## config.mk

```make
export PLATFORM = sky130hd
export DESIGN_NAME = mem_arbiter_flat
export DESIGN_NICKNAME = d
export VERILOG_FILES = /design/src/rtl/mem_arb_pkg.sv /design/src/rtl/mem_arbiter_if.sv /design/src/rtl/mem_arbiter_rr_arb3.sv /design/src/rtl/mem_arbiter.sv /design/src/flat_wrapper.sv
export SDC_FILE = /design/constraint.sdc
export NUM_CORES = 1
export LEC_CHECK = 0
export ABC_CLOCK_PERIOD_IN_PS = 2700
export BUFFER_PORTS_ARGS = -buffer_cell sky130_fd_sc_hd__buf_2
export CAP_MARGIN = 20
export CELL_PAD_IN_SITES_DETAIL_PLACEMENT = 0
export CELL_PAD_IN_SITES_GLOBAL_PLACEMENT = 1
export CORE_UTILIZATION = 25
export DETAILED_ROUTE_END_ITERATION = 16
export GPL_TIMING_DRIVEN = 0
export PLACE_DENSITY_LB_ADDON = 0.12
export SLEW_MARGIN = 20
export SYNTH_ARGS = -nofsm -noshare
export SYNTH_HDL_FRONTEND = slang
export SYNTH_SLANG_ARGS = --single-unit
```

## constraint.sdc

```tcl
create_clock -name clk -period 2.7 [get_ports clk]
set_input_delay 0.27 -clock clk [delete_from_list [all_inputs] [get_ports clk]]
set_output_delay 0.27 -clock clk [all_outputs]
set_load 0.03 [all_outputs]
```

## src/rtl/mem_arb_pkg.sv

```systemverilog
// Shared encodings and types for the instruction/data RAM arbiter.
package mem_arb_pkg;

  localparam int unsigned CMD_W = 2;
  localparam int unsigned ID_W  = 2;
  localparam int unsigned N_REQ = 3;
  localparam int unsigned CNT_W = 16;

  localparam logic [CMD_W-1:0] M_NONE  = 2'b00;
  localparam logic [CMD_W-1:0] M_READ  = 2'b01;
  localparam logic [CMD_W-1:0] M_WRITE = 2'b10;

  localparam logic [ID_W-1:0] REQ_F = 2'd0;
  localparam logic [ID_W-1:0] REQ_D = 2'd1;
  localparam logic [ID_W-1:0] REQ_X = 2'd2;

  typedef struct packed {
    logic            valid;
    logic [ID_W-1:0] id;
  } ret_tag_t;

  // Round-robin successor: F -> D -> X -> F.
  function automatic logic [ID_W-1:0] next_id(input logic [ID_W-1:0] id);
    return (id == REQ_X) ? REQ_F : ID_W'(id + 1'b1);
  endfunction

endpackage

```

## src/rtl/mem_arbiter_if.sv

```systemverilog
// Requester, RAM and status signals of the memory arbiter; slave = arbiter side.
interface mem_arbiter_if #(
  parameter int unsigned AW = 9,
  parameter int unsigned DW = 16
);
  import mem_arb_pkg::*;

  logic             halt;
  logic             f_req, d_req, x_req;
  logic [AW-1:0]    f_addr, d_addr, x_addr;
  logic             d_we, x_we;
  logic [DW-1:0]    d_wdata, x_wdata;
  logic             f_gnt, d_gnt, x_gnt;
  logic             f_rvalid, d_rvalid, x_rvalid;
  logic [DW-1:0]    rdata;
  logic [CMD_W-1:0] mem_cmd;
  logic [AW-1:0]    mem_addr;
  logic [DW-1:0]    mem_wdata;
  logic [DW-1:0]    mem_rdata;
  logic [CNT_W-1:0] stall_cnt;

  modport slave (
    input  halt, f_req, d_req, x_req, f_addr, d_addr, x_addr,
           d_we, x_we, d_wdata, x_wdata, mem_rdata,
    output f_gnt, d_gnt, x_gnt, f_rvalid, d_rvalid, x_rvalid, rdata,
           mem_cmd, mem_addr, mem_wdata, stall_cnt
  );

  modport master (
    output halt, f_req, d_req, x_req, f_addr, d_addr, x_addr,
           d_we, x_we, d_wdata, x_wdata, mem_rdata,
    input  f_gnt, d_gnt, x_gnt, f_rvalid, d_rvalid, x_rvalid, rdata,
           mem_cmd, mem_addr, mem_wdata, stall_cnt
  );

endinterface

```

## src/rtl/mem_arbiter_rr_arb3.sv

```systemverilog
// Three-way round-robin pick; searching starts after the last granted requester.
module rr_arb3
  import mem_arb_pkg::*;
(
  input  logic [N_REQ-1:0] i_elig,
  input  logic [ID_W-1:0]  i_last,
  output logic [N_REQ-1:0] o_gnt_c,
  output logic [ID_W-1:0]  o_id_c,
  output logic             o_any_c
);

  logic [ID_W-1:0] w_cand;

  always_comb begin
    o_gnt_c = '0;
    o_id_c  = REQ_F;
    o_any_c = 1'b0;
    w_cand  = next_id(i_last);
    for (int unsigned k = 0; k < N_REQ; k++) begin
      if (!o_any_c && i_elig[w_cand]) begin
        o_gnt_c[w_cand] = 1'b1;
        o_id_c          = w_cand;
        o_any_c         = 1'b1;
      end
      w_cand = next_id(w_cand);
    end
  end

endmodule

```

## src/rtl/mem_arbiter.sv

```systemverilog
// Single-port RAM arbiter for fetch (F), data (D) and loader (X) requesters,
// with an in-order read-return pipeline and a saturating stall counter.
module mem_arbiter
  import mem_arb_pkg::*;
#(
  parameter int unsigned AW     = 9,
  parameter int unsigned DW     = 16,
  parameter int unsigned RD_LAT = 1
) (
  input logic          clk,
  input logic          reset,
  mem_arbiter_if.slave bus
);

  logic [N_REQ-1:0] w_elig;
  logic [N_REQ-1:0] w_gnt;
  logic [ID_W-1:0]  w_id;
  logic             w_any;
  logic [ID_W-1:0]  r_last;
  logic [CMD_W-1:0] w_cmd;
  logic [AW-1:0]    w_addr;
  logic [DW-1:0]    w_wdata;
  ret_tag_t         w_push;
  ret_tag_t         w_head;
  ret_tag_t         r_pipe [RD_LAT];
  logic [1:0]       w_n_elig;
  logic [CNT_W-1:0] r_stall_cnt;

  // A halted fetch is simply not a candidate.
  assign w_elig = {bus.x_req, bus.d_req, bus.f_req & ~bus.halt};

  rr_arb3 u_rr (
    .i_elig  (w_elig),
    .i_last  (r_last),
    .o_gnt_c (w_gnt),
    .o_id_c  (w_id),
    .o_any_c (w_any)
  );

  assign bus.f_gnt = w_gnt[REQ_F];
  assign bus.d_gnt = w_gnt[REQ_D];
  assign bus.x_gnt = w_gnt[REQ_X];

  always_comb begin
    w_cmd   = M_NONE;
    w_addr  = '0;
    w_wdata = '0;
    if (w_any) begin
      case (w_id)
        REQ_D: begin
          w_cmd   = bus.d_we ? M_WRITE : M_READ;
          w_addr  = bus.d_addr;
          w_wdata = bus.d_we ? bus.d_wdata : '0;
        end
        REQ_X: begin
          w_cmd   = bus.x_we ? M_WRITE : M_READ;
          w_addr  = bus.x_addr;
          w_wdata = bus.x_we ? bus.x_wdata : '0;
        end
        default: begin
          w_cmd  = M_READ;
          w_addr = bus.f_addr;
        end
      endcase
    end
  end

  assign bus.mem_cmd   = w_cmd;
  assign bus.mem_addr  = w_addr;
  assign bus.mem_wdata = w_wdata;

  always_ff @(posedge clk or negedge reset) begin
    if (!reset) begin
      r_last <= REQ_X;
    end else if (w_any) begin
      r_last <= w_id;
    end
  end

  assign w_push.valid = (w_cmd == M_READ);
  assign w_push.id    = (w_cmd == M_READ) ? w_id : REQ_F;

  // Return pipeline: one tag per cycle so returns stay in grant order.
  always_ff @(posedge clk or negedge reset) begin
    if (!reset) begin
      for (int unsigned i = 0; i < RD_LAT; i++) begin
        r_pipe[i] <= '0;
      end
    end else begin
      r_pipe[0] <= w_push;
      for (int unsigned i = 1; i < RD_LAT; i++) begin
        r_pipe[i] <= r_pipe[i-1];
      end
    end
  end

  assign w_head       = r_pipe[RD_LAT-1];
  assign bus.f_rvalid = w_head.valid && (w_head.id == REQ_F);
  assign bus.d_rvalid = w_head.valid && (w_head.id == REQ_D);
  assign bus.x_rvalid = w_head.valid && (w_head.id == REQ_X);
  assign bus.rdata    = bus.mem_rdata;

  assign w_n_elig = 2'(w_elig[0]) + 2'(w_elig[1]) + 2'(w_elig[2]);

  // At most one grant per cycle, so a stall is any cycle with more eligible than granted.
  always_ff @(posedge clk or negedge reset) begin
    if (!reset) begin
      r_stall_cnt <= '0;
    end else if ((w_n_elig > 2'(w_any)) && (r_stall_cnt != '1)) begin
      r_stall_cnt <= r_stall_cnt + CNT_W'(1);
    end
  end

  assign bus.stall_cnt = r_stall_cnt;

endmodule

```

## src/flat_wrapper.sv

```systemverilog
// flat-port wrapper written by rule: the top's interface ports become plain ports
module mem_arbiter_flat import mem_arb_pkg::*;
#(
  parameter int unsigned AW     = 9,
  parameter int unsigned DW     = 16,
  parameter int unsigned RD_LAT = 1
)
  (clk, reset, bus_halt, bus_f_req, bus_d_req, bus_x_req, bus_f_addr, bus_d_addr, bus_x_addr, bus_d_we, bus_x_we, bus_d_wdata, bus_x_wdata, bus_mem_rdata, bus_f_gnt, bus_d_gnt, bus_x_gnt, bus_f_rvalid, bus_d_rvalid, bus_x_rvalid, bus_rdata, bus_mem_cmd, bus_mem_addr, bus_mem_wdata, bus_stall_cnt);
  mem_arbiter_if #(.AW(AW), .DW(DW)) bus_i ();
  input logic clk;
  input logic reset;
  input wire logic [$bits(bus_i.halt)-1:0] bus_halt;
  input wire logic [$bits(bus_i.f_req)-1:0] bus_f_req;
  input wire logic [$bits(bus_i.d_req)-1:0] bus_d_req;
  input wire logic [$bits(bus_i.x_req)-1:0] bus_x_req;
  input wire logic [$bits(bus_i.f_addr)-1:0] bus_f_addr;
  input wire logic [$bits(bus_i.d_addr)-1:0] bus_d_addr;
  input wire logic [$bits(bus_i.x_addr)-1:0] bus_x_addr;
  input wire logic [$bits(bus_i.d_we)-1:0] bus_d_we;
  input wire logic [$bits(bus_i.x_we)-1:0] bus_x_we;
  input wire logic [$bits(bus_i.d_wdata)-1:0] bus_d_wdata;
  input wire logic [$bits(bus_i.x_wdata)-1:0] bus_x_wdata;
  input wire logic [$bits(bus_i.mem_rdata)-1:0] bus_mem_rdata;
  output wire logic [$bits(bus_i.f_gnt)-1:0] bus_f_gnt;
  output wire logic [$bits(bus_i.d_gnt)-1:0] bus_d_gnt;
  output wire logic [$bits(bus_i.x_gnt)-1:0] bus_x_gnt;
  output wire logic [$bits(bus_i.f_rvalid)-1:0] bus_f_rvalid;
  output wire logic [$bits(bus_i.d_rvalid)-1:0] bus_d_rvalid;
  output wire logic [$bits(bus_i.x_rvalid)-1:0] bus_x_rvalid;
  output wire logic [$bits(bus_i.rdata)-1:0] bus_rdata;
  output wire logic [$bits(bus_i.mem_cmd)-1:0] bus_mem_cmd;
  output wire logic [$bits(bus_i.mem_addr)-1:0] bus_mem_addr;
  output wire logic [$bits(bus_i.mem_wdata)-1:0] bus_mem_wdata;
  output wire logic [$bits(bus_i.stall_cnt)-1:0] bus_stall_cnt;
  assign bus_i.halt = bus_halt;
  assign bus_i.f_req = bus_f_req;
  assign bus_i.d_req = bus_d_req;
  assign bus_i.x_req = bus_x_req;
  assign bus_i.f_addr = bus_f_addr;
  assign bus_i.d_addr = bus_d_addr;
  assign bus_i.x_addr = bus_x_addr;
  assign bus_i.d_we = bus_d_we;
  assign bus_i.x_we = bus_x_we;
  assign bus_i.d_wdata = bus_d_wdata;
  assign bus_i.x_wdata = bus_x_wdata;
  assign bus_i.mem_rdata = bus_mem_rdata;
  assign bus_f_gnt = bus_i.f_gnt;
  assign bus_d_gnt = bus_i.d_gnt;
  assign bus_x_gnt = bus_i.x_gnt;
  assign bus_f_rvalid = bus_i.f_rvalid;
  assign bus_d_rvalid = bus_i.d_rvalid;
  assign bus_x_rvalid = bus_i.x_rvalid;
  assign bus_rdata = bus_i.rdata;
  assign bus_mem_cmd = bus_i.mem_cmd;
  assign bus_mem_addr = bus_i.mem_addr;
  assign bus_mem_wdata = bus_i.mem_wdata;
  assign bus_stall_cnt = bus_i.stall_cnt;
  mem_arbiter #(.AW(AW), .DW(DW), .RD_LAT(RD_LAT)) u_core (.clk(clk), .reset(reset), .bus(bus_i));
endmodule
```

== Word level (Yosys, flattened, before mapping) ==
Cells that the tools add are included.

* Add/sub/neg operators: 6
* Order comparisons: 7
* Equal/unequal tests: 9
* Mux-type cells: 35
* Bitwise operators: 4
* Reductions and logical operators: 12

{| class="wikitable"
|+ Operators with widths
! kind !! count
|-
| $mux W16 || 3
|-
| $pmux W16 S2 || 1
|-
| $mux W2 || 10
|-
| $pmux W9 S2 || 1
|-
| $add A16 B1 Y16 const B || 1
|-
| $ne A16 B16 Y1 const B || 1
|-
| $eq A2 B2 Y1 const B || 5
|-
| $logic_and A1 B1 Y1 || 9
|-
| $lt A2 B3 Y1 const B || 3
|-
| $mux W1 || 9
|-
| $mux W3 || 3
|-
| $mux W9 || 1
|-
| $add A2 B1 Y2 const B || 3
|-
| $bmux W1 S2 || 3
|-
| $demux W1 S2 || 3
|-
| $eq A2 B1 Y1 const B || 3
|-
| $ge A2 B1 Y1 const B || 3
|-
| $or A3 B3 Y3 || 2
|-
| $pmux W2 S2 || 1
|-
| $add A1 B1 Y2 || 1
|-
| $add A2 B1 Y2 || 1
|-
| $gt A2 B1 Y1 || 1
|-
| $logic_not A1 Y1 || 2
|-
| $logic_not A2 Y1 || 1
|-
| other kinds (2) || 2
|}

* Bits in registers: 21
* Input bits: 83

== Longest topological paths before layout ==
Gate-level depths: netlist of run 1.

* Depth in word-level cells: 16
* Gate-level depth with buffers: 10
* Gate-level depth less buffers: 9

== Hierarchy ==
From an unflattened synthesis of run 1, not the netlist that was laid out.

* Cell total of the unflattened synthesis: 212
* Area total of the unflattened synthesis: 1,771.7 µm²

{| class="wikitable"
|+ Modules (own cells, without submodules)
! module !! times used !! cells each !! area an instance (µm²) !! sequential area each (µm²)
|-
| mem_arbiter || 1 || 200 || 1,679.1 || 526.8
|-
| rr_arb3 || 1 || 12 || 92.6 || 0.0
|}

== Least setup slack after synthesis of run 1 ==
No wires, ideal clock.

* Path type: input to output
* Start point: input port bus_halt
* End point: output port bus_mem_addr[0]
* Arrival time: 2.357 ns
* Slack: 0.073 ns
* Stages: 9
* Path buffers: 2
* Path through: and2b_1 -> nor2_1 -> o21ai_0 -> inv_1 -> ha_1 -> clkbuf_1 -> clkbuf_1 -> a21oi_1 -> nor2_1

* Longest elaborated chain between the ends: 14

{| class="wikitable"
|+ RTL lines
! element !! line !! text
|-
| start: declaration || flat_wrapper.sv:12 || <nowiki>input wire logic [$bits(bus_i.halt)-1:0] bus_halt;</nowiki>
|-
| $not A1 Y1 (*) || mem_arbiter.sv:30 || <nowiki>assign w_elig = {bus.x_req, bus.d_req, bus.f_req & ~bus.halt};</nowiki>
|-
| $and A1 B1 Y1 (*) || mem_arbiter.sv:30 ||
|-
| $bmux W1 S2 || mem_arbiter_rr_arb3.sv:20 || <nowiki>if (!o_any_c && i_elig[w_cand]) begin</nowiki>
|-
| $mux W1 (not written as such) || mem_arbiter_rr_arb3.sv:20 ||
|-
| $mux W1 || mem_arbiter_rr_arb3.sv:20 ||
|-
| $logic_not A1 Y1 || mem_arbiter_rr_arb3.sv:20 ||
|-
| $logic_and A1 B1 Y1 || mem_arbiter_rr_arb3.sv:20 ||
|-
| $mux W1 || mem_arbiter_rr_arb3.sv:20 ||
|-
| $logic_not A1 Y1 || mem_arbiter_rr_arb3.sv:20 ||
|-
| $logic_and A1 B1 Y1 || mem_arbiter_rr_arb3.sv:20 ||
|-
| $mux W2 (*) || mem_arbiter_rr_arb3.sv:20 ||
|-
| named net u_core.u_rr.o_id_c[1] || mem_arbiter_rr_arb3.sv:8 || <nowiki>output logic [ID_W-1:0] o_id_c,</nowiki>
|-
| $eq A2 B2 Y1 / $eq A2 B1 Y1 (equally long branches) || mem_arbiter.sv:49 || <nowiki>case (w_id)</nowiki>
|-
| $pmux W9 S2 (*) || mem_arbiter.sv:49 ||
|-
| $mux W9 (*) || mem_arbiter.sv:48 || <nowiki>if (w_any) begin</nowiki>
|-
| end: declaration || flat_wrapper.sv:32 || <nowiki>output wire logic [$bits(bus_i.mem_addr)-1:0] bus_mem_addr;</nowiki>
|}

Mark *: on every way through the listed nets, which the timed path passes. The rest lies on a longest branch. The select of a mux whose other input is x is not followed.

== Worst setup path in the final report of run 1 ==
* Start point: register u_core.r_last[1]
* End point: output port bus_mem_wdata[12]

* Longest elaborated chain between the ends: 14

{| class="wikitable"
|+ RTL lines
! element !! line !! text
|-
| start: declaration || mem_arbiter.sv:19 || <nowiki>logic [ID_W-1:0] r_last;</nowiki>
|-
| start signal: assignment || mem_arbiter.sv:76 || <nowiki>r_last <= w_id;</nowiki>
|-
| $add A2 B1 Y2 / $eq A2 B2 Y1 (equally long branches) || mem_arb_pkg.sv:24 || <nowiki>return (id == REQ_X) ? REQ_F : ID_W'(id + 1'b1);</nowiki>
|-
| $mux W2 (*) || mem_arb_pkg.sv:24 ||
|-
| branches (longest 11 deep; another with $add A2 B1 Y2) || - ||
|-
| $mux W16 (*) || mem_arbiter.sv:48 ||
|-
| end: declaration || flat_wrapper.sv:33 || <nowiki>output wire logic [$bits(bus_i.mem_wdata)-1:0] bus_mem_wdata;</nowiki>
|}

Mark *: on every way between the ends. The select of a mux whose other input is x is not followed.

==> results.sh, run 1 <==
export IMPL_worstPathArrival_ps=2270
export IMPL_timing_hold_ws_ps=316
export IMPL_top_layer_used="met4"
export IMPL_routabilityCongestion=0.698
export IMPL_m1WireLength_mm=2.20
export IMPL_die_w_um=85.9
export IMPL_grt_max_degree=22
export IMPL_r2r_setup_slack_ps=590
export IMPL_cts_tree="built"
export IMPL_via_per_inst=4.49
export IMPL_cts_root_buffer="clkbuf_8"
export IMPL_grt_usage=0.139
export IMPL_seq_area_um2=527
export IMPL_routed_via_count=2022
export IMPL_drive_gt1_frac=0.494
export IMPL_synthToLayoutAreaGrowth_pct=51.8
export IMPL_ir_drop_mv=0.182
export IMPL_layout_commonest_cell="buf_2"
export IMPL_cts_inserted_buffers=3
export IMPL_io_pins=148
export IMPL_r2r_start="u_core.r_last[1]$_DFFE_PN1P_"
export IMPL_crit_fanout=10
export IMPL_synth_seq_cells=21
export IMPL_skew_ps=1.34
export IMPL_syn_inst=219
export IMPL_worst_slack_ps=161
export IMPL_syn_area_per_cell_um2=8.04
export IMPL_endpoint_kind="output pin"
export IMPL_cp_startpoint="u_core.r_last[1]$_DFFE_PN1P_"
export IMPL_clk_pin_slew_ps=70
export IMPL_post_dp_hpwl_mm=4.23
export IMPL_drc=0
export IMPL_synth_fp_nets=308
export IMPL_gr_total_overflow=0
export IMPL_grt_pass1_wl_mm=8.36
export IMPL_worst_pin_slew_ps=487
export IMPL_most_common_layout_cells="buf_2, nor2_1, buf_4"
export IMPL_crit_path_end="bus_mem_wdata[12]"
export IMPL_finalPower_uw=1550
export IMPL_die_area_um2=7380
export IMPL_n_antenna_cell=0
export IMPL_outcome="finished, final reports clean"
export IMPL_yosysSeqAreaShare=0.299
export IMPL_start_util=0.259
export IMPL_die_h_um=85.9
export IMPL_antenna_left=0
export IMPL_syn_cell_area_um2=1760
export IMPL_wl_mm=5.39
export IMPL_post_route_min_period_ps=2540
export IMPL_relSlewSlack=0.672
export IMPL_num_rows=30
export IMPL_drv_cap=0
export IMPL_maxSlewViolCount=0
export IMPL_holdCritPathClass="primary input to flip-flop"
export IMPL_design_core_area_um2=6790
export IMPL_nFillCells=726
export IMPL_hold_violations=0
export IMPL_clockBufferDepth=2
export IMPL_worstReg2RegEnd="u_core.r_pipe[1]$_DFF_PN0_"
export IMPL_final_setup_viol_count=0
export IMPL_grt_pass1_vias=1849
export IMPL_antenna_found_initial=0
export IMPL_path_class="flip-flop to output pin"
export IMPL_dr_wl_met3_um=388
export IMPL_fmax_mhz=394
export IMPL_ys_warn_count=0
export IMPL_cts_max_level=1
export IMPL_insertion_delay_ps=260
export IMPL_wl_per_cell_um=12.0
export IMPL_multi_input_comb_area_um2=1070
export IMPL_power_density_nw_per_um2=581
export IMPL_place_area_um2=2540
export IMPL_met2WireLength_mm=2.76
export IMPL_cts_num_sinks=21
export IMPL_critical_path_startpoint_type="flip-flop"
export IMPL_drt_iter0_markers=56
export IMPL_netlist_cell_type_count=40
export IMPL_drt_pre_antenna_iters=4
export IMPL_fin_nets=444
export IMPL_pre_cts_slack_ps=-387
export IMPL_portBuffers=131
export IMPL_worst_r2r_cell_count=9
export IMPL_fin_tns_setup_ps=0
export IMPL_p_leak_uw=0.00143
export IMPL_fin_area_um2=2670
export IMPL_timing_final_crit_share=0.940
export IMPL_required_ps=2430
==> cell families after synthesis <==
kind of cell | Yosys count | synth area share
compound gates | 44 | 0.174
xor+xnor | 15 | 0.0746
fa+ha+maj | 6 | 0.0426
buf+inv | 37 | 0.116
flops | 21 | 0.299
mux | 1 | 0.00640
simple gates | 95 | 0.287
==> metal layers <==
metal,up-vias,GRT usage
met5,-,0
met4,0,0.0364
met3,4,0.0241
met2,90,0.253
met1,906,0.167
li1,1022,-
==> power breakdown <==
part | leakage (µW) | internal [µW] | switching (µW)
sequential | 0.000259 | 398 | 101
clock | 0.0000228 | 105 | 98.2
combinational | 0.00114 | 306 | 545
total | 0.00143 | 809 | 745
==> per-stage QoR <==
step,utilization,cells
detailed placement,0.373,446
CTS,0.390,452
global route,0.393,450
floorplan,-,219
finish,0.393,450
global placement,0.373,446
==> state kept, by name (all words and copies together), names as in the netlist <==
signal                flops
u_core.r_last             2
u_core.r_pipe             3
u_core.bus.stall_cnt     16
==> critical path, stage by stage (launching register included) <==
cell,delay [ps]
dfstp_2,580
nor2b_1,70
o22ai_2,120
nand2_2,120
ha_4,260
or2_2,370
buf_4,200
nor2_1,120
buf_4,170
==> Yosys cell counts <==
cell type | n | area share
nor3_1 | 5 | 0.014
o21bai_1 | 1 | 0.0043
xor2_1 | 14 | 0.070
nand3_1 | 3 | 0.0085
buf_4 | 17 | 0.072
a22oi_1 | 26 | 0.11
o211ai_2 | 1 | 0.0071
o21a_1 | 1 | 0.0043
nor4_1 | 8 | 0.028
nor4b_1 | 2 | 0.010
or2_2 | 1 | 0.0036
a21oi_1 | 9 | 0.026
and3_1 | 1 | 0.0036
nor2_1 | 42 | 0.090
buf_1 | 1 | 0.0021
nor4_4 | 1 | 0.012
nand4_1 | 3 | 0.011
xnor2_1 | 1 | 0.0050
o22ai_1 | 1 | 0.0036
dfrtp_1 | 20 | 0.28
o31a_1 | 1 | 0.0050
nor3b_1 | 4 | 0.017
and4_1 | 1 | 0.0050
inv_1 | 10 | 0.021
and2b_1 | 1 | 0.0043
ha_1 | 6 | 0.043
dfstp_2 | 1 | 0.015
nand2b_1 | 2 | 0.0071
o21ai_0 | 3 | 0.0085
clkbuf_1 | 8 | 0.017
nand4_2 | 1 | 0.0071
nand2_1 | 8 | 0.017
nor2b_1 | 2 | 0.0071
nand3_2 | 1 | 0.0057
buf_2 | 1 | 0.0028
nor2_2 | 2 | 0.0071
mux2_1 | 1 | 0.0064
a221oi_1 | 1 | 0.0050
and2_1 | 4 | 0.014
and3b_1 | 3 | 0.015
==> worst min-delay path by stage <==
stage	depth (start not counted)	start	slack [ps]	endpoint
after global routing	3	bus_x_req	350	u_core.r_last[1]$_DFFE_PN1P_
after global placement	1	reset	260	u_core.bus.stall_cnt[6]$_DFFE_PN0P_
final	3	bus_x_req	320	u_core.r_last[1]$_DFFE_PN1P_
after detailed placement	1	reset	260	u_core.bus.stall_cnt[7]$_DFFE_PN0P_
after floorplan	0	reset	-30	u_core.bus.stall_cnt[0]$_DFFE_PN0P_
after CTS	3	bus_x_req	310	u_core.r_last[1]$_DFFE_PN1P_
==> final cells by class <==
type / instances / share of cell area
clock buffer: 4 / 0.0169
tap: 96 / 0.0449
inverter: 10 / 0.0140
sequential: 21 / 0.197
timing repair buffer: 135 / 0.267
buffer: 23 / 0.0613
multi-input combinational: 161 / 0.399
==> what timing repair did <==
item                                    4_1_cts  5_1_grt
endpoints found under the setup margin       27       25
resized for setup                            19       13
buffers inserted                              2        1
endpoints found under the hold margin        20        0
pin swaps                                     2        2
cloned                                        0        0
hold buffers                                  1        0
Power figures use the tool's default switching activity.
==> run 2, diff against run 1 <==
--- a/config.mk
+++ b/config.mk
@@ -5,12 +5,13 @@
 export SDC_FILE = /design/constraint.sdc
 export NUM_CORES = 1
 export LEC_CHECK = 0
+export ABC_AREA = 1
 export ABC_CLOCK_PERIOD_IN_PS = 2700
 export BUFFER_PORTS_ARGS = -buffer_cell sky130_fd_sc_hd__buf_2
 export CAP_MARGIN = 20
 export CELL_PAD_IN_SITES_DETAIL_PLACEMENT = 0
 export CELL_PAD_IN_SITES_GLOBAL_PLACEMENT = 1
-export CORE_UTILIZATION = 25
+export CORE_UTILIZATION = 28
 export DETAILED_ROUTE_END_ITERATION = 16
 export GPL_TIMING_DRIVEN = 0
 export PLACE_DENSITY_LB_ADDON = 0.12
==> results.sh, run 2 <==
export IMPL_insertion_delay_ps=260
export IMPL_drt_iter0_markers=40
export IMPL_path_class="flip-flop to output pin"
export IMPL_grt_usage=0.162
export IMPL_wl_per_cell_um=11.4
export IMPL_fmax_mhz=360
export IMPL_routed_via_count=2910
export IMPL_start_util=0.289
export IMPL_worst_path_stages=16
export IMPL_required_ps=2430
export IMPL_most_common_layout_cells="nand2_1, buf_2, inv_1"
export IMPL_ys_warn_count=0
export IMPL_critical_path_startpoint_type="flip-flop"
export IMPL_worstPathArrival_ps=2510
export IMPL_multi_input_comb_area_um2=1530
export IMPL_gr_total_overflow=0
export IMPL_yosysMostFrequentCell="nand2_1"
export IMPL_worst_pin_slew_ps=516
export IMPL_io_pins=148
export IMPL_worst_path_most_repeated_cell="nand2_2"
export IMPL_largest_register_ffs=16
export IMPL_grt_pass1_vias=2616
export IMPL_synth_flop_cell="dfrtp_1"
export IMPL_p_switching_uw=2330
export IMPL_p_leak_uw=0.00227
export IMPL_die_area_um2=8810
export IMPL_worst_r2r_cell_count=18
export IMPL_die_h_um=93.9
export IMPL_holdPathStages=3
export IMPL_cts_tree="built"
export IMPL_drv_cap=0
export IMPL_n_antenna_cell=0
export IMPL_hold_violations=0
export IMPL_cts_max_level=1
export IMPL_syn_cell_area_um2=2360
export IMPL_nFillCells=876
export IMPL_synthToLayoutAreaGrowth_pct=62.5
export IMPL_drt_pre_antenna_iters=4
export IMPL_endpoint_kind="output pin"
export IMPL_netlist_cell_type_count=32
export IMPL_synth_seq_cells=21
export IMPL_skew_ps=3.21
export IMPL_crit_buf_inv=6
export IMPL_maxSlewViolCount=0
export IMPL_clockBufferDepth=2
export IMPL_synth_fp_nets=475
export IMPL_crit_path_cell_trace="buf_6, nor2_4, nand2_2, nand2_2, nor2_4, nand4_1, nand2_2, ha_4, buf_8, buf_8, buf_6, nand3_1, nand2_1, nand2_2, inv_2, buf_6"
export IMPL_ir_drop_mv=0.747
export IMPL_dr_wl_met3_um=519
export IMPL_routabilityCongestion=0.777
export IMPL_post_dp_hpwl_mm=5.36
export IMPL_place_area_um2=3140
export IMPL_pre_cts_slack_ps=-324
export IMPL_cpPeakStageDelay_ps=530
export IMPL_sw_frac_of_total=0.514
export IMPL_fin_area_um2=3840
export IMPL_syn_area_per_cell_um2=6.12
export IMPL_cts_root_buffer="clkbuf_8"
export IMPL_seq_area_um2=528
export IMPL_cts_num_sinks=21
export IMPL_synth_top_cell_area_share=0.213
export IMPL_power_density_nw_per_um2=1180
export IMPL_outcome="finished with violations"
export IMPL_crit_path_top_delay_cell="dfstp_2"
export IMPL_drive_gt1_frac=0.472
export IMPL_path_delay_family="simple AND/OR/NAND/NOR gates"
export IMPL_holdCritPathClass="primary input to flip-flop"
export IMPL_final_setup_viol_count=26
export IMPL_clk_pin_slew_ps=80
export IMPL_combinationalPowerShare=0.846
export IMPL_crit_fanout=8
export IMPL_die_w_um=93.9
export IMPL_wl_mm=7.38
export IMPL_num_rows=33
export IMPL_async_reset_ff_frac=1.00
export IMPL_synth_area_top_cells="nand2_1, dfrtp_1, nand3_1"
export IMPL_power_share_clock=0.048
export IMPL_yosysSeqAreaShare=0.223
export IMPL_relSlewSlack=0.656
export IMPL_ys_top_cells_by_count="nand2_1, inv_1, nand3_1"
export IMPL_r2r_setup_slack_ps=150
export IMPL_timing_final_crit_share=1.03
export IMPL_portBuffers=129
export IMPL_yosysTopAreaCell="nand2_1"
export IMPL_drc=0
export IMPL_antenna_left=0
export IMPL_m1WireLength_mm=3.09
export IMPL_grt_max_degree=22
export IMPL_design_core_area_um2=8180
export IMPL_violations="setup timing"
export IMPL_cts_inserted_buffers=3
export IMPL_met2WireLength_mm=3.69
export IMPL_synth_edff_count=0
export IMPL_worst_slack_ps=-75.1
export IMPL_via_per_inst=4.48
export IMPL_fin_nets=635
export IMPL_cellInternalPower_uw=2200
export IMPL_grt_pass1_wl_mm=11.7
export IMPL_seq_power_share=0.106
export IMPL_layout_commonest_cell="nand2_1"
export IMPL_syn_inst=386
export IMPL_antenna_found_initial=0
export IMPL_top_layer_used="met4"
export IMPL_post_route_min_period_ps=2780
export IMPL_rsz0062_at_grt="yes"
[run 2: cell count changes after synthesis, sizes merged, moves of 8 or more]
cell and delta:
a22o +9, a22oi -26, inv +48, nand2 +141
nand3 +45, nor2 -17, nor4 -9, xor2 -8
[run 2: cell families (layout without fill, tap and decap cells)]
kind of cell / after synthesis / in the layout / synth area share
AND/OR/NAND/NOR: 237 / 237 / 0.455
adder cells (fa/ha/maj): 6 / 6 / 0.0318
AO/OA/AOI/OAI: 20 / 20 / 0.0604
XOR/XNOR: 11 / 11 / 0.0408
flip-flops: 21 / 21 / 0.223
buffers and inverters: 91 / 250 / 0.190
[run 2: layout make-up]
type                    instances  share of cell area
multi-input cells             274               0.399
plain buffers                  31              0.0759
clock inverters                 1             0.00130
inverters                      58              0.0606
repair buffers                157               0.281
clock buffers                   3              0.0108
flip-flops and latches         21               0.138
well taps                     105              0.0342
[run 2: repair_timing]
action | 4_1_cts | 5_1_grt
cloned | 4 | 1
pin swaps | 10 | 30
resized for setup | 98 | 31
hold buffers | 1 | 0
setup buffers | 12 | 10
hold endpoints to repair | 20 | 0
endpoints found under the setup margin | 27 | 37
[run 2: path summary, 6_finish.rpt]
kind | startpoint | endpoint
worst max-delay path | u_core.r_last[1]$_DFFE_PN1P_ | bus_mem_wdata[6]
worst min-delay path | bus_x_req | u_core.r_pipe[1]$_DFF_PN0_
worst max register to register | u_core.r_last[1]$_DFFE_PN1P_ | u_core.bus.stall_cnt[13]$_DFFE_PN0P_
worst min register to register | u_core.bus.stall_cnt[1]$_DFFE_PN0P_ | u_core.bus.stall_cnt[1]$_DFFE_PN0P_
max in group asynchronous | reset | u_core.r_last[1]$_DFFE_PN1P_
min in group asynchronous | reset | u_core.bus.stall_cnt[13]$_DFFE_PN0P_
[run 2: power by group through the flow]
stage | registers, µW | logic [µW] | clock network [µW]
after CTS | 483 | 3510 | 223
after global placement | 485 | 2670 | 0
after global routing | 497 | 4150 | 235
after floorplan | 544 | 1940 | 0
final | 479 | 3830 | 215
after detailed placement | 482 | 2660 | 0
[run 2: layer usage]
layer	GRT usage	vias up
met2	0.296	100
met4	0.0346	0
met3	0.0372	7
met5	0	-
li1	-	1496
met1	0.189	1307
[run 2: through the flow]
step           cells  utilization  power [µW]  setup TNS, ps  hold WS [ps]
6_report         650        0.470        4520           -903           430
5_1_grt          650        0.470        4880          -4890           451
4_1_cts          639        0.448        4220          -1310           440
3_5_place_dp     620        0.384        3140          -4800           266
3_3_place_gp     620        0.384        3150          -5140           261
2_1_floorplan    386            -        2480              0         -25.6
[run 2: worst register-to-register path, stage by stage, from the launching register on]
cell     delay, ps
dfstp_2        530
buf_6          140
nor2_4          60
nand2_2         90
nand2_2         60
nor2_4         130
buf_4          130
buf_4          110
nand3_4        100
buf_6          170
ha_1           280
nor2_1          40
nor2_1         100
nand2_2         90
nand2_4        110
inv_2           50
buf_6          140
nand2_1         70
nand2_1         50
==> run 3, diff against run 2 <==
--- a/config.mk
+++ b/config.mk
@@ -15,6 +15,7 @@
 export DETAILED_ROUTE_END_ITERATION = 16
 export GPL_TIMING_DRIVEN = 0
 export PLACE_DENSITY_LB_ADDON = 0.12
+export REMOVE_ABC_BUFFERS = 1
 export SLEW_MARGIN = 20
 export SYNTH_ARGS = -nofsm -noshare
 export SYNTH_HDL_FRONTEND = slang
==> results.sh, run 3 (synthesis gave the netlist of run 2 again) <==
export IMPL_outcome="finished with violations"
export IMPL_violations="setup timing"
export IMPL_routed_via_count=2701
export IMPL_path_class="flip-flop to output pin"
export IMPL_via_per_inst=4.49
export IMPL_multi_input_comb_area_um2=1550
export IMPL_drc=0
export IMPL_post_route_min_period_ps=2830
export IMPL_drt_iter0_markers=57
export IMPL_grt_pass1_wl_mm=11.3
export IMPL_grt_usage=0.160
export IMPL_crit_path_end="bus_mem_addr[6]"
export IMPL_io_pins=148
export IMPL_worst_r2r_cell_count=13
export IMPL_routabilityCongestion=0.758
export IMPL_p_leak_uw=0.00207
export IMPL_crit_fanout=6
export IMPL_min_from="bus_x_req"
export IMPL_largest_register_ffs=16
export IMPL_seq_area_um2=528
export IMPL_holdCritPathClass="primary input to flip-flop"
export IMPL_worst_slack_ps=-131
export IMPL_most_common_layout_cells="nand2_1, buf_2, inv_1, nand3_1, buf_6"
export IMPL_drv_cap=0
export IMPL_final_cell_count_no_fill=602
export IMPL_critical_path_startpoint_type="flip-flop"
export IMPL_hold_violations=0
export IMPL_grt_max_degree=22
export IMPL_wl_per_cell_um=12.0
export IMPL_clk_pin_slew_ps=80
export IMPL_r2r_start="u_core.r_last[1]$_DFFE_PN1P_"
export IMPL_cp_startpoint="u_core.r_last[1]$_DFFE_PN1P_"
export IMPL_final_setup_viol_count=26
export IMPL_synthToLayoutAreaGrowth_pct=48.2
export IMPL_ir_drop_mv=0.628
export IMPL_num_rows=33
export IMPL_clockBufferDepth=2
export IMPL_die_w_um=93.9
export IMPL_power_density_nw_per_um2=1220
export IMPL_drt_pre_antenna_iters=4
export IMPL_crit_buf_inv=6
export IMPL_cpPeakStageDelay_ps=660
export IMPL_antenna_left=0
export IMPL_fin_nets=587
export IMPL_cts_max_level=1
export IMPL_worst_path_most_repeated_cell="buf_6"
export IMPL_cts_root_buffer="clkbuf_8"
export IMPL_skew_ps=3.34
export IMPL_cts_tree="built"
export IMPL_crit_path_cell_trace="buf_6, nand2_4, nand2_4, nor2_4, buf_6, nand4_1, nand2_2, ha_4, clkinvlp_4, clkbuf_16, nand2_2, nand2_1, nand2_1, inv_1, buf_6"
export IMPL_fmax_mhz=353
export IMPL_relSlewSlack=0.674
export IMPL_portBuffers=115
export IMPL_crit_path_top_delay_cell="dfstp_2"
export IMPL_postLayoutCoreUtil=0.429
export IMPL_worst_pin_slew_ps=489
export IMPL_fin_tns_setup_ps=-2200
export IMPL_required_ps=2430
export IMPL_cts_inserted_buffers=3
export IMPL_cts_num_sinks=21
export IMPL_start_util=0.289
export IMPL_pre_cts_slack_ps=-497
export IMPL_worstPathArrival_ps=2560
export IMPL_die_area_um2=8810
export IMPL_n_antenna_cell=0
export IMPL_nFillCells=861
export IMPL_post_dp_hpwl_mm=5.15
export IMPL_antenna_found_initial=0
export IMPL_r2r_setup_slack_ps=200
export IMPL_die_h_um=93.9
export IMPL_dp_cells=573
export IMPL_path_delay_family="buffers and inverters"
export IMPL_grt_pass1_vias=2489
export IMPL_gr_total_overflow=0
export IMPL_worst_path_stages=15
export IMPL_design_core_area_um2=8180
export IMPL_endpoint_kind="output pin"
export IMPL_rsz0062_at_grt="yes"
export IMPL_timing_final_crit_share=1.05
export IMPL_maxSlewViolCount=0
export IMPL_worstReg2RegEnd="u_core.bus.stall_cnt[4]$_DFFE_PN0P_"
export IMPL_drive_gt1_frac=0.431
export IMPL_insertion_delay_ps=260
export IMPL_layout_commonest_cell="nand2_1"
export IMPL_wl_mm=7.20
-- run 3: changes by cell type in the layout (fill, tap and decap cells not counted), sizes merged --
cell,delta
buf,-43
clkbuf,-6
clkinvlp,+2
clkinv,-1
-- run 3: power by group --
group | internal, µW | switching (µW) | leakage [µW] | total [µW]
Clock | 104 | 111 | 0.0000217 | 215
Sequential | 395 | 109 | 0.000275 | 505
Combinational | 1470 | 2080 | 0.00178 | 3540
Total | 1970 | 2300 | 0.00207 | 4260
-- run 3: how the worst min path moves through the flow --
stage	to	slack [ps]	cells after the start
5_1_grt	u_core.r_last[1]$_DFFE_PN1P_	470	3
3_3_place_gp	u_core.bus.stall_cnt[2]$_DFFE_PN0P_	270	1
6_report	u_core.r_last[1]$_DFFE_PN1P_	430	3
4_1_cts	u_core.r_last[1]$_DFFE_PN1P_	410	3
2_1_floorplan	u_core.bus.stall_cnt[0]$_DFFE_PN0P_	-30	0
3_5_place_dp	u_core.bus.stall_cnt[2]$_DFFE_PN0P_	270	1
-- run 3: timing repair --
action | 4_1_cts | 5_1_grt
pin swaps | 7 | 14
buffers inserted | 19 | 3
hold endpoints to repair | 20 | 0
gates cloned | 1 | 1
endpoints found under the setup margin | 30 | 38
hold buffers | 1 | 0
gates resized for setup | 65 | 52
-- run 3: stage by stage --
| stage | hold slack [ps] | power (µW) | area [µm²] |
|---|---|---|---|
| after CTS | 411 | 3890 | 3310 |
| final | 431 | 4260 | 3500 |
| after detailed placement | 268 | 2930 | 2840 |
| after global routing | 468 | 4590 | 3500 |
| after floorplan | -25.6 | 2270 | 2140 |
| after global placement | 267 | 2940 | 2840 |
-- run 3: layer usage --
layer	track usage	vias to the layer above	wire length [µm]
met1	0.186	1202	2990
met5	0.0192	-	0
met3	0.0396	5	467
met2	0.289	91	3680
met4	0.0385	0	70
li1	-	1403	-
-- run 3: worst register-to-register path, stage by stage (launching register included) --
cell and delay (ps):
dfstp_2 660, nor2_4 80, nand2_2 90, nand2_2 70
nor2_4 140, buf_4 150, nand3_4 180, ha_1 350
nor2_1 110, nor2_1 40, nand2_1 110, nand2_4 170
o21ai_0 200, nand2_1 70
-- run 3: final cells by class --
type	instances	share of cell area
inverters	58	0.0675
repair buffers	139	0.285
multi-input cells	274	0.443
clock buffers	3	0.0118
repair inverters	1	0.00321
clock inverters	1	0.00214
well taps	105	0.0375
flip-flops and latches	21	0.151
